### config.mk
export PLATFORM = sky130hd
export DESIGN_NAME = fp_alu_seq
export DESIGN_NICKNAME = d
export VERILOG_FILES = /design/src/rtl/fp_alu_seq.sv
export SDC_FILE = /design/constraint.sdc
export NUM_CORES = 2
export LEC_CHECK = 0
export CORE_MARGIN = 3
export CORE_UTILIZATION = 59
export DETAILED_ROUTE_END_ITERATION = 10
export PLACE_DENSITY_LB_ADDON = 0.05
export SLEW_MARGIN = 40
export SYNTH_ARGS = -nofsm -noshare
export SYNTH_HDL_FRONTEND = slang
export SYNTH_SLANG_ARGS = --single-unit
### constraint.sdc
create_clock -name clk -period 10.7 [get_ports clk]
set_clock_uncertainty 0.1 [all_clocks]
set_input_delay 2.14 -clock clk [delete_from_list [all_inputs] [get_ports clk]]
set_output_delay 2.14 -clock clk [all_outputs]
set_load 0.02 [all_outputs]
### src/rtl/fp_alu_seq.sv
// fp_alu_seq: multi-cycle floating-point ALU (ADD, SUB, MUL, restoring DIV)
// Word format {sign, EXP_W exponent, MAN_W fraction}. Denormal inputs flush to zero.
// Build macro FP_ALU_SEQ_RNE_EN: NORM rounds to nearest even. When it is not
// defined, results are truncated toward zero and no increment logic is built.
//
// state | meaning
// IDLE  | waiting for an operation, in_ready=1
// EXEC  | add/sub/mul in one cycle, or one quotient bit per cycle for div
// NORM  | normalise, round, range check, special values, pack
// DONE  | result and flags held with out_valid=1 until out_ready
module fp_alu_seq #(
   parameter int EXP_W = 8,
   parameter int MAN_W = 23
) (
   input  logic                   clk,
   input  logic                   rst,
   input  logic                   in_valid,
   output logic                   in_ready,
   input  logic [2:0]             op,
   input  logic [EXP_W+MAN_W:0]   a,
   input  logic [EXP_W+MAN_W:0]   b,
   output logic                   out_valid,
   input  logic                   out_ready,
   output logic [EXP_W+MAN_W:0]   result,
   output logic [3:0]             flags
);
   localparam int W  = 1 + EXP_W + MAN_W;
   localparam int SW = MAN_W + 1;   // significand with hidden bit
   localparam int AW = MAN_W + 4;   // significand plus guard/round/sticky
   localparam int MW = 2 * SW;      // normaliser width, unity at bit MW-2
   localparam int EW = EXP_W + 2;   // signed internal exponent
   localparam int LW = $clog2(MW);
   localparam int QW = MAN_W + 3;   // quotient bits
   localparam int CW = $clog2(QW);

   localparam logic [2:0] OP_ADD = 3'b000;
   localparam logic [2:0] OP_SUB = 3'b001;
   localparam logic [2:0] OP_MUL = 3'b010;
   localparam logic [2:0] OP_DIV = 3'b011;

   localparam logic [1:0] S_IDLE = 2'd0;
   localparam logic [1:0] S_EXEC = 2'd1;
   localparam logic [1:0] S_NORM = 2'd2;
   localparam logic [1:0] S_DONE = 2'd3;

   localparam logic [EW-1:0]    BIAS  = EW'((1 << (EXP_W - 1)) - 1);
   localparam logic [EW-1:0]    EMAX  = EW'((1 << EXP_W) - 1);
   localparam logic [EXP_W-1:0] SHMAX = EXP_W'(MAN_W + 3);
   localparam logic [W-1:0]     QNAN  = {1'b0, {EXP_W{1'b1}}, 1'b1, {(MAN_W-1){1'b0}}};

   function automatic logic [W-1:0] inf_w(input logic s);
      return {s, {EXP_W{1'b1}}, {MAN_W{1'b0}}};
   endfunction

   function automatic logic [W-1:0] zero_w(input logic s);
      return {s, {(W-1){1'b0}}};
   endfunction

   logic [1:0]    state_q, state_d;
   logic [W-1:0]  a_q, a_d, b_q, b_d;
   logic [2:0]    op_q, op_d;
   logic [CW-1:0] cnt_q, cnt_d;
   logic [MW-1:0] m_q, m_d;
   logic [EW-1:0] e_q, e_d;
   logic          s_q, s_d;
   logic [QW-1:0] q_q, q_d;
   logic [SW:0]   r_q, r_d;
   logic [W-1:0]  result_q, result_d;
   logic [3:0]    flags_q, flags_d;

   // operand decode
   logic             sa, sb, sb_eff, sx;
   logic [EXP_W-1:0] ea, eb;
   logic             za, zb, ia, ib, na, nb;
   logic [SW-1:0]    siga, sigb;

   assign sa     = a_q[W-1];
   assign sb     = b_q[W-1];
   assign ea     = a_q[W-2 -: EXP_W];
   assign eb     = b_q[W-2 -: EXP_W];
   assign za     = (ea == '0);
   assign zb     = (eb == '0);
   assign ia     = (ea == '1) && (a_q[MAN_W-1:0] == '0);
   assign ib     = (eb == '1) && (b_q[MAN_W-1:0] == '0);
   assign na     = (ea == '1) && (a_q[MAN_W-1:0] != '0);
   assign nb     = (eb == '1) && (b_q[MAN_W-1:0] != '0);
   assign siga   = za ? '0 : {1'b1, a_q[MAN_W-1:0]};
   assign sigb   = zb ? '0 : {1'b1, b_q[MAN_W-1:0]};
   assign sb_eff = sb ^ (op_q == OP_SUB);
   assign sx     = sa ^ sb;

   // add/sub: order by magnitude, align the smaller operand, add or subtract
   logic             swap, big_s, sml_s;
   logic [EXP_W-1:0] big_e, sml_e, ediff, shamt;
   logic [SW-1:0]    big_sig, sml_sig;
   logic [2*AW-1:0]  wide;
   logic [AW-1:0]    aligned, big_ext;
   logic [AW:0]      sum;
   logic [MW-1:0]    m_add;

   always_comb begin
      swap    = (eb > ea) || ((eb == ea) && (sigb > siga));
      big_e   = swap ? eb : ea;
      sml_e   = swap ? ea : eb;
      big_sig = swap ? sigb : siga;
      sml_sig = swap ? siga : sigb;
      big_s   = swap ? sb_eff : sa;
      sml_s   = swap ? sa : sb_eff;
      ediff   = big_e - sml_e;
      shamt   = (ediff > SHMAX) ? SHMAX : ediff;
      wide    = {sml_sig, 3'b000, {AW{1'b0}}} >> shamt;
      aligned = {wide[2*AW-1:AW+1], wide[AW] | (|wide[AW-1:0])};
      big_ext = {big_sig, 3'b000};
      sum     = (big_s == sml_s) ? ({1'b0, big_ext} + {1'b0, aligned})
                                 : ({1'b0, big_ext} - {1'b0, aligned});
      m_add   = {sum, {(MW-AW-1){1'b0}}};
   end

   // multiply and divide datapath pieces
   logic [MW-1:0] prod, m_div;
   logic [EW-1:0] e_mul, e_div;
   logic [SW:0]   dvs, r_sub, r_next;
   logic          rge;

   always_comb begin
      prod   = {{SW{1'b0}}, siga} * {{SW{1'b0}}, sigb};
      e_mul  = {2'b00, ea} + {2'b00, eb} - BIAS;
      e_div  = {2'b00, ea} - {2'b00, eb} + BIAS;
      dvs    = {1'b0, sigb};
      rge    = (r_q >= dvs);
      r_sub  = rge ? (r_q - dvs) : r_q;
      r_next = r_sub << 1;
      m_div  = {1'b0, q_q, {(MW-QW-2){1'b0}}, |r_q};
   end

   // leading-one normalisation and optional rounding
   logic [MW-1:0]    m_n, norm;
   logic [LW-1:0]    lead;
   logic [EW-1:0]    e_n, e_r;
   logic [MAN_W-1:0] frac, frac_r;
   logic             norm_unused;
`ifdef FP_ALU_SEQ_RNE_EN
   logic             rnd_g, rnd_rs, rnd_inc, rnd_carry;
`endif

   always_comb begin
      m_n  = (op_q == OP_DIV) ? m_div : m_q;
      lead = '0;
      for (int i = 0; i < MW; i++) begin
         if (m_n[i]) lead = LW'(i);
      end
      norm = m_n << (LW'(MW - 1) - lead);
      e_n  = e_q + EW'(lead) - EW'(MW - 2);
      frac = norm[MW-2 -: MAN_W];
`ifdef FP_ALU_SEQ_RNE_EN
      rnd_g   = norm[MW-2-MAN_W];
      rnd_rs  = |norm[MW-3-MAN_W:0];
      rnd_inc = rnd_g & (rnd_rs | frac[0]);
      {rnd_carry, frac_r} = {1'b0, frac} + {{MAN_W{1'b0}}, rnd_inc};
      e_r     = rnd_carry ? (e_n + EW'(1)) : e_n;
      norm_unused = norm[MW-1];
`else
      frac_r = frac;
      e_r    = e_n;
      norm_unused = ^{norm[MW-1], norm[MW-2-MAN_W:0]};
`endif
   end

   // special-value substitution: NaN, Inf and zero operands, reserved ops
   logic          spec;
   logic [W-1:0]  spec_res;
   logic [3:0]    spec_fl;

   always_comb begin
      spec     = 1'b1;
      spec_res = QNAN;
      spec_fl  = 4'b0000;
      if (op_q[2]) begin
         spec_fl = 4'b1000;
      end else if (na || nb) begin
         spec_fl = 4'b0000;
      end else begin
         case (op_q[1:0])
            2'b00, 2'b01: begin
               if (ia && ib && (sa != sb_eff)) spec_fl  = 4'b1000;
               else if (ia)                    spec_res = inf_w(sa);
               else if (ib)                    spec_res = inf_w(sb_eff);
               else                            spec     = 1'b0;
            end
            2'b10: begin
               if ((ia && zb) || (za && ib)) spec_fl  = 4'b1000;
               else if (ia || ib)            spec_res = inf_w(sx);
               else if (za || zb)            spec_res = zero_w(sx);
               else                          spec     = 1'b0;
            end
            default: begin
               if ((za && zb) || (ia && ib)) spec_fl = 4'b1000;
               else if (ia)                  spec_res = inf_w(sx);
               else if (zb) begin
                  spec_res = inf_w(sx);
                  spec_fl  = 4'b0100;
               end
               else if (ib || za)            spec_res = zero_w(sx);
               else                          spec     = 1'b0;
            end
         endcase
      end
   end

   // final result selection and exponent range check
   logic [W-1:0] res_fin;
   logic [3:0]   fl_fin;

   always_comb begin
      res_fin = {s_q, e_r[EXP_W-1:0], frac_r};
      fl_fin  = 4'b0000;
      if (spec) begin
         res_fin = spec_res;
         fl_fin  = spec_fl;
      end else if (m_n == '0) begin
         res_fin = '0;
      end else if (!e_r[EW-1] && (e_r >= EMAX)) begin
         res_fin = inf_w(s_q);
         fl_fin  = 4'b0010;
      end else if (e_r[EW-1] || (e_r == '0)) begin
         res_fin = zero_w(s_q);
         fl_fin  = 4'b0001;
      end
   end

   // control FSM and next-state of all registers
   always_comb begin
      state_d  = state_q;
      a_d      = a_q;
      b_d      = b_q;
      op_d     = op_q;
      cnt_d    = cnt_q;
      m_d      = m_q;
      e_d      = e_q;
      s_d      = s_q;
      q_d      = q_q;
      r_d      = r_q;
      result_d = result_q;
      flags_d  = flags_q;
      case (state_q)
         S_IDLE: begin
            if (in_valid) begin
               a_d     = a;
               b_d     = b;
               op_d    = op;
               cnt_d   = '0;
               q_d     = '0;
               r_d     = {1'b0, 1'b1, a[MAN_W-1:0]};
               flags_d = 4'b0000;
               state_d = S_EXEC;
            end
         end
         S_EXEC: begin
            m_d = (op_q == OP_MUL) ? prod : m_add;
            e_d = (op_q == OP_MUL) ? e_mul : (op_q == OP_DIV) ? e_div : {2'b00, big_e};
            s_d = ((op_q == OP_MUL) || (op_q == OP_DIV)) ? sx : big_s;
            if (op_q == OP_DIV) begin
               q_d   = {q_q[QW-2:0], rge};
               r_d   = r_next;
               cnt_d = cnt_q + 1'b1;
               if (cnt_q == CW'(QW - 1)) state_d = S_NORM;
            end else begin
               state_d = S_NORM;
            end
         end
         S_NORM: begin
            result_d = res_fin;
            flags_d  = fl_fin;
            state_d  = S_DONE;
         end
         default: begin
            if (out_ready) state_d = S_IDLE;
         end
      endcase
   end

   // state registers with synchronous reset
   always_ff @(posedge clk) begin
      if (rst) begin
         state_q  <= S_IDLE;
         a_q      <= '0;
         b_q      <= '0;
         op_q     <= '0;
         cnt_q    <= '0;
         m_q      <= '0;
         e_q      <= '0;
         s_q      <= 1'b0;
         q_q      <= '0;
         r_q      <= '0;
         result_q <= '0;
         flags_q  <= '0;
      end else begin
         state_q  <= state_d;
         a_q      <= a_d;
         b_q      <= b_d;
         op_q     <= op_d;
         cnt_q    <= cnt_d;
         m_q      <= m_d;
         e_q      <= e_d;
         s_q      <= s_d;
         q_q      <= q_d;
         r_q      <= r_d;
         result_q <= result_d;
         flags_q  <= flags_d;
      end
   end

   assign in_ready  = (state_q == S_IDLE);
   assign out_valid = (state_q == S_DONE);
   assign result    = result_q;
   assign flags     = flags_q;

endmodule

; ---- After elaboration in Yosys (flattened, before gate mapping)
; Cells that the tools add are included.
[op_classes]
eq_ne = 17
shifts = 2
n_bitwise = 3
magnitude_cmp = 5
muxes = 121
reduce_logical = 41
add_sub_neg = 12
n_mul = 1
[op_table]
columns = cell, n
row1 = $mux 32, 14
row2 = $mux 6, 46
row3 = $mux 24, 5
row4 = $mux 48, 2
row5 = $pmux 32 s2, 1
row6 = $mux 31, 2
row7 = $shr 54x8->54, 1
row8 = $mux 26, 2
row9 = $pmux 26 s2, 1
row10 = $mux 25, 2
row11 = $pmux 25 s2, 1
row12 = $logic_not 48->1, 1
row13 = $mul 24x24->48, 1
row14 = $shl 48x6->47, 1
row15 = $logic_not 23->1, 2
row16 = $reduce_bool 23->1, 2
row17 = $add 27x27->28, 1
row18 = $mux 28, 1
row19 = $mux 4, 7
row20 = $sub 27x27->28, 1
row21 = $reduce_or 27->1, 1
row22 = $ge 25x24->1, 1
row23 = $reduce_or 25->1, 1
row24 = $gt 24x24->1, 1
row25 = other kinds (47), 104
[totals]
output_inout_bits = 38
ff_bits = 220
elab_cells = 214

; ---- Logic depth before layout (Yosys ltp)
[logic_depth]
word_depth = 58
depth_mapped = 59

; ---- Worst setup path after synthesis
; OpenSTA, ideal clock, no wires.
[synth_path]
kind = register to register
start = register a_q[24]
end = register m_q[45]
stages_incl_launch_ff = 54
setup_time_ns = 0.060
arrival_ns = 10.864
period_less_slack_ns = 11.024
path_buffers = 14
required_time_ns = 10.540
slack_ns = -0.324
path_cell_list = dfxtp_1 -> nor4_1 -> nand2_1 -> clkbuf_1 -> buf_1 -> ha_1 -> or4_4 -> and4bb_2 -> o31a_4 -> o31ai_2 -> nand2_1 -> clkbuf_1 -> clkbuf_1 -> clkbuf_1 -> buf_1 -> buf_1 -> mux2i_1 -> ha_1 -> [18 not listed] -> o21bai_1 -> a21oi_1 -> o21bai_1 -> a21oi_1 -> o21bai_1 -> a21oi_1 -> o21bai_1 -> a21oi_1 -> o21bai_1 -> a21oi_1 -> o21bai_1 -> a21oi_1 -> o41a_1 -> a221oi_1 -> o41ai_1 -> a2111oi_0 -> or4_1 -> nand2_1
[synth_via]
elab_chain_cells = 15
elab_cells_between_ends = 25
cone_classes = 3 x add/sub / 1 x mul / 3 x order compare / 2 x eq/ne / 1 x shift / 10 x mux / 1 x bitwise / 4 x reduce/logical
[synth_rtl]
columns = element, line_no
row1 = "start, declared", 60  ; logic [W-1:0] a_q, a_d, b_q, b_d;
row2 = "start signal, assigned", 286  ; a_q <= '0;
row3 = "start signal, assigned", 299  ; a_q <= a_d;
row4 = $logic_not 8->1, 81  ; assign za = (ea == '0);
row5 = $mux 24, 87  ; assign siga = za ? '0 : {1'b1, a_q[MAN_W-1:0]};
row6 = $gt 24x24->1, 102  ; swap = (eb > ea) || ((eb == ea) && (sigb > siga));
row7 = $logic_and 1x1->1, 102
row8 = $logic_or 1x1->1, 102
row9 = "$mux 8, on equally long branches", "103, 104"
row10 = $sub 8x8->8, 109  ; ediff = big_e - sml_e;
row11 = $gt 8x5->1, 110  ; shamt = (ediff > SHMAX) ? SHMAX : ediff;
row12 = $mux 8, 110
row13 = $shr 54x8->54, 111  ; wide = {sml_sig, 3'b000, {AW{1'b0}}} >> shamt;
row14 = $reduce_or 27->1, 112  ; aligned = {wide[2*AW-1:AW+1], wide[AW] | (|wide[AW-1:0])};
row15 = $or 1x1->1, 112
row16 = $sub 27x27->28 or $add 27x27->28 (tied branches), "115, 114"
row17 = $mux 28, 114  ; sum = (big_s == sml_s) ? ({1'b0, big_ext} + {1'b0, aligned})
row18 = $mux 48 (*), 259  ; m_d = (op_q == OP_MUL) ? prod : m_add;
row19 = "end signal, assigned", 303  ; m_q <= m_d;
row20 = "end, declared", 63  ; logic [MW-1:0] m_q, m_d;
; Every way passes the cells marked *; elsewhere a longest branch is shown, timed or not.
; A chain may end at the register's enable or synchronous reset.

; ---- Final worst setup path
[layout_path]
start = register b_q[27]
end = register m_q[46]
[layout_via]
elab_chain_cells = 15
elab_cells_between_ends = 25
cone_classes = 3 x add/sub / 1 x mul / 3 x order compare / 2 x eq/ne / 1 x shift / 10 x mux / 1 x bitwise / 4 x reduce/logical
[layout_rtl]
columns = element, line_no
row1 = "start, declared", 60
row2 = "start signal, assigned", 287  ; b_q <= '0;
row3 = "start signal, assigned", 300  ; b_q <= b_d;
row4 = $logic_not 8->1, 82  ; assign zb = (eb == '0);
row5 = $mux 24, 88  ; assign sigb = zb ? '0 : {1'b1, b_q[MAN_W-1:0]};
row6 = $gt 24x24->1, 102
row7 = $logic_and 1x1->1, 102
row8 = $logic_or 1x1->1, 102
row9 = "$mux 8, on equally long branches", "103, 104"
row10 = $sub 8x8->8, 109
row11 = $gt 8x5->1, 110
row12 = $mux 8, 110
row13 = $shr 54x8->54, 111
row14 = $reduce_or 27->1, 112
row15 = $or 1x1->1, 112
row16 = $sub 27x27->28 or $add 27x27->28 (tied branches), "115, 114"
row17 = $mux 28, 114
row18 = $mux 48 (*), 259
; Marked as above.

==> impl_summary.txt <==
----------------------------------------------------
[Timing]
  Setup repair after global routing missed its margin ... no
  Count of endpoints failing setup in the final report ... 0
  Final count of pins violating max slew ... 0
  Final cycle utilization of the critical path ... 0.967
  Final worst slack ... 351 ps
  Final Hold Vio Count ... 0
  Pin slew with the least headroom to its limit ... 1000 ps
  Final critical-path required period ... 10,350 ps
  Smallest hold slack ... 336 ps
  Fin Setup TNS ... 0 ps
  Max-slew headroom ... 0.329
  Fmax ... 96.6 MHz

[Worst setup path]
  Crit Path Class ... reg2reg
  Kind of cell adding the most delay to the critical path ... adder cells
  Maximum fanout encountered on the critical timing path ... 45
  Number of buffers and inverters on the critical path ... 6
  Crit end category ... flop
  Cell count along the critical path ... 36
  R2r startpoint ... b_q[27]
  Logic depth of the worst register-to-register path ... 36
  Top cell by count, worst path ... sky130_fd_sc_hd__fa_1
  Maximum cell stage delay along the critical path ... 560 ps
  Arrival time at the worst endpoint ... 10,720 ps
  Data required time at the worst endpoint ... 11,070 ps
  Startpoint of the worst setup timing path ... b_q[27]
  CP Launch Type ... flop
  Cell with the largest stage delay on the worst path ... sky130_fd_sc_hd__fa_1

[Place]
  Final Wtd Congestion ... 1.08
  HPWL Detailed ... 113 mm
  Count of input and output buffers ... 108
  Cells after DPL ... 6,002
  Placement-stage worst setup slack ... 303 ps

[Cells and area]
  Footprint of the flip-flops and latches ... 4400 µm²
  Share of final-layout standard cells stronger than drive strength 1 ... 0.0707
  Total area of multi-input combinational cells ... 31,400 µm²
  Antenna Cells ... 0
  Layout Cells excl Fill ... 6,054
  Final #Nets ... 6,067
  Synth-to-layout area growth ... 9.68%
  Final-layout fill cell count ... 5,857

[Detailed routing]
  DRT Wirelength ... 141 mm
  ANT nets after route ... 0
  Via count normalized by instance count ... 6.25
  DRC violation count after routing ... 0
  Routed len/inst ... 23.3 µm
  Number of detailed-routing iterations run before antenna repair ... 6
  Starting DRT DRC Count ... 4,576
  Count of vias placed by the detailed router ... 37,900

[Global routing]
  Total routing resource utilization after global routing ... 0.398
  First-pass GRT wire length ... 216 mm
  Maximum number of pins on one net before global-route repair ... 92
  Vias in the first global route ... 35,900
  Antenna violations before repair ... 2
  Overflow left after global routing ... 0

[Synthesis]
  Proportion of netlist area held by the largest area contributor ... 0.247
  Flop and latch count out of synthesis ... 220
  Synthesis warning total ... 0
  Sequential share of the synthesized area ... 0.111
  Most frequently used cell type in the post-synthesis netlist ... sky130_fd_sc_hd__nand2_1
  Syn Std Cell Area ... 39,500 µm²
  Share of async-settable or async-resettable flops after synthesis ... 0
  Leading post-synthesis cells by instance count ... sky130_fd_sc_hd__nand2_1 (845), sky130_fd_sc_hd__inv_1 (714), sky130_fd_sc_hd__fa_1 (487)
  Syn nets ... 6,029
  Gate Count Post-Synth ... 5,130
  Number of flops mapped to enable cells by yosys ... 0
  Top FF cell, synth ... sky130_fd_sc_hd__dfxtp_1
  Netlist cell types ... 103
  Average footprint of a synthesized cell ... 7.70 µm²
  Library cell occupying the most area in the post-synthesis netlist ... sky130_fd_sc_hd__fa_1
  Cells taking the most area after synthesis ... sky130_fd_sc_hd__fa_1 (25%), sky130_fd_sc_hd__dfxtp_1 (11%), sky130_fd_sc_hd__ha_1 (11%), sky130_fd_sc_hd__nand2_1 (8.0%), sky130_fd_sc_hd__inv_1 (6.8%)

[Power and ir drop]
  Maximum resistive drop on vdd ... 0.379 mV
  Power density relative to cell area ... 307 nW/µm²
  Leakage Power ... 20.1 nW

[Clock network]
  Register clock-pin slew on the reported worst setup and hold paths ... 60 ps
  Total CTS buffers ... 28
  Clk buf depth ... 3
  H-Tree Depth ... 1
  TritonCTS clock tree ... built
  Number of clock sinks seen by CTS ... 220
  Root buffer cell ... sky130_fd_sc_hd__clkbuf_16
  Clock latency at the later pin of the worst-skew pair ... 610 ps

[Die]
  Die H ... 265 µm
  Starting Density ... 0.598
  Number of ports placed on the die boundary ... 109
  Die width ... 265 µm
  Core region area ... 66,100 µm²
  Standard-cell rows ... 94
  Die ar. ... 70,100 µm²

[Min path]
  Worst Hold Launch ... result[2]
  Min-delay worst type ... reg2reg
  Worst hold stages ... 2

[Job]
  Total of max-cap violations ... 0

[Outcome]
  Status ... finished, final reports clean

----------------------------------------------------
placed cells by master, fill, tap and decap left out, types with 45 or more instances in the layout:
| cell type | instances |
|---|---|
| sky130_fd_sc_hd__buf_4 | 195 |
| sky130_fd_sc_hd__a211oi_1 | 57 |
| sky130_fd_sc_hd__and2_1 | 156 |
| sky130_fd_sc_hd__a21oi_1 | 347 |
| sky130_fd_sc_hd__dfxtp_1 | 220 |
| sky130_fd_sc_hd__nand3_1 | 82 |
| sky130_fd_sc_hd__a21o_1 | 45 |
| sky130_fd_sc_hd__mux2i_1 | 124 |
| sky130_fd_sc_hd__ha_1 | 340 |
| sky130_fd_sc_hd__nor3_1 | 90 |
| sky130_fd_sc_hd__nor2_1 | 339 |
| sky130_fd_sc_hd__nand2_1 | 838 |
| sky130_fd_sc_hd__fa_1 | 487 |
| sky130_fd_sc_hd__inv_1 | 714 |
| sky130_fd_sc_hd__clkdlybuf4s50_1 | 107 |
| sky130_fd_sc_hd__o21ai_0 | 169 |
| sky130_fd_sc_hd__and3_1 | 51 |
| sky130_fd_sc_hd__xnor2_1 | 72 |
tightest hold or removal path, cell delays in order (launching register included):
cell and delay, ps:
sky130_fd_sc_hd__dfxtp_1 310, sky130_fd_sc_hd__nand2_1 50, sky130_fd_sc_hd__nand2_1 40
flip-flops by register name, indices dropped and copies added (netlist names):
name / count
m_q: 48
a_q: 32
b_q: 32
result: 32
q_q: 26
r_q: 25
e_q: 10
cnt_q: 5
flags: 4
op_q: 3
state_q: 2
s_q: 1
metal layers:
metal | vias to the layer above | track usage | share of wire | wire, µm
met2 | 2068 | 0.602 | 0.43 | 60400
met5 | - | 0 | 0.000092 | 13
li1 | 17100 | - | - | -
met3 | 305 | 0.0603 | 0.11 | 14900
met4 | 2 | 0.156 | 0.049 | 6920
met1 | 18400 | 0.575 | 0.42 | 58600
worst paths after layout:
path	slack, ps	to
hold reg to reg	340	result[2]
setup / recovery	350	m_q[46]
hold / removal	340	result[2]
setup reg to reg	350	m_q[46]
kinds of logic after synthesis:
logic type,after synthesis,share of synthesized area
AOI/OAI and AO/OA,1025,0.168
and+or+nand+nor,1782,0.204
xor gates and xnor gates,102,0.0228
muxes,149,0.0399
buffers and inverters,1024,0.0984
DFF,220,0.111
adders and majority gates,828,0.355
timing repair:
item | 4_1_cts | 5_1_grt
resized for setup | 0 | 30
buffers inserted | 0 | 0
hold buffers | 0 | 0
endpoints found under the setup margin | 0 | 6
cell type report:
| cell class | count | share of cell area |
|---|---|---|
| multi-input combinational | 3886 | 0.726 |
| sequential | 220 | 0.102 |
| inverter | 720 | 0.0624 |
| timing repair buffer | 312 | 0.0619 |
| tap | 864 | 0.0250 |
| clock buffer | 30 | 0.0166 |
| clock inverter | 22 | 0.00702 |
through the flow:
step | utilization | total power, mW | instance area, µm²
2_1_floorplan | - | 8.51 | 39500
3_3_place_gp | 0.638 | 11.8 | 42200
3_5_place_dp | 0.638 | 11.8 | 42200
4_1_cts | 0.653 | 12.9 | 43200
5_1_grt | 0.655 | 14.1 | 43300
6_report | 0.655 | 13.3 | 43300
where the power goes:
group | internal [mW] | leakage, nW | total [mW] | switching, mW
clock network | 0.619 | 0.486 | 1.06 | 0.443
logic | 3.85 | 17.8 | 11.1 | 7.20
registers | 0.995 | 1.79 | 1.19 | 0.196
total | 5.46 | 20.1 | 13.3 | 7.84
(Power assumes the default switching activity.)
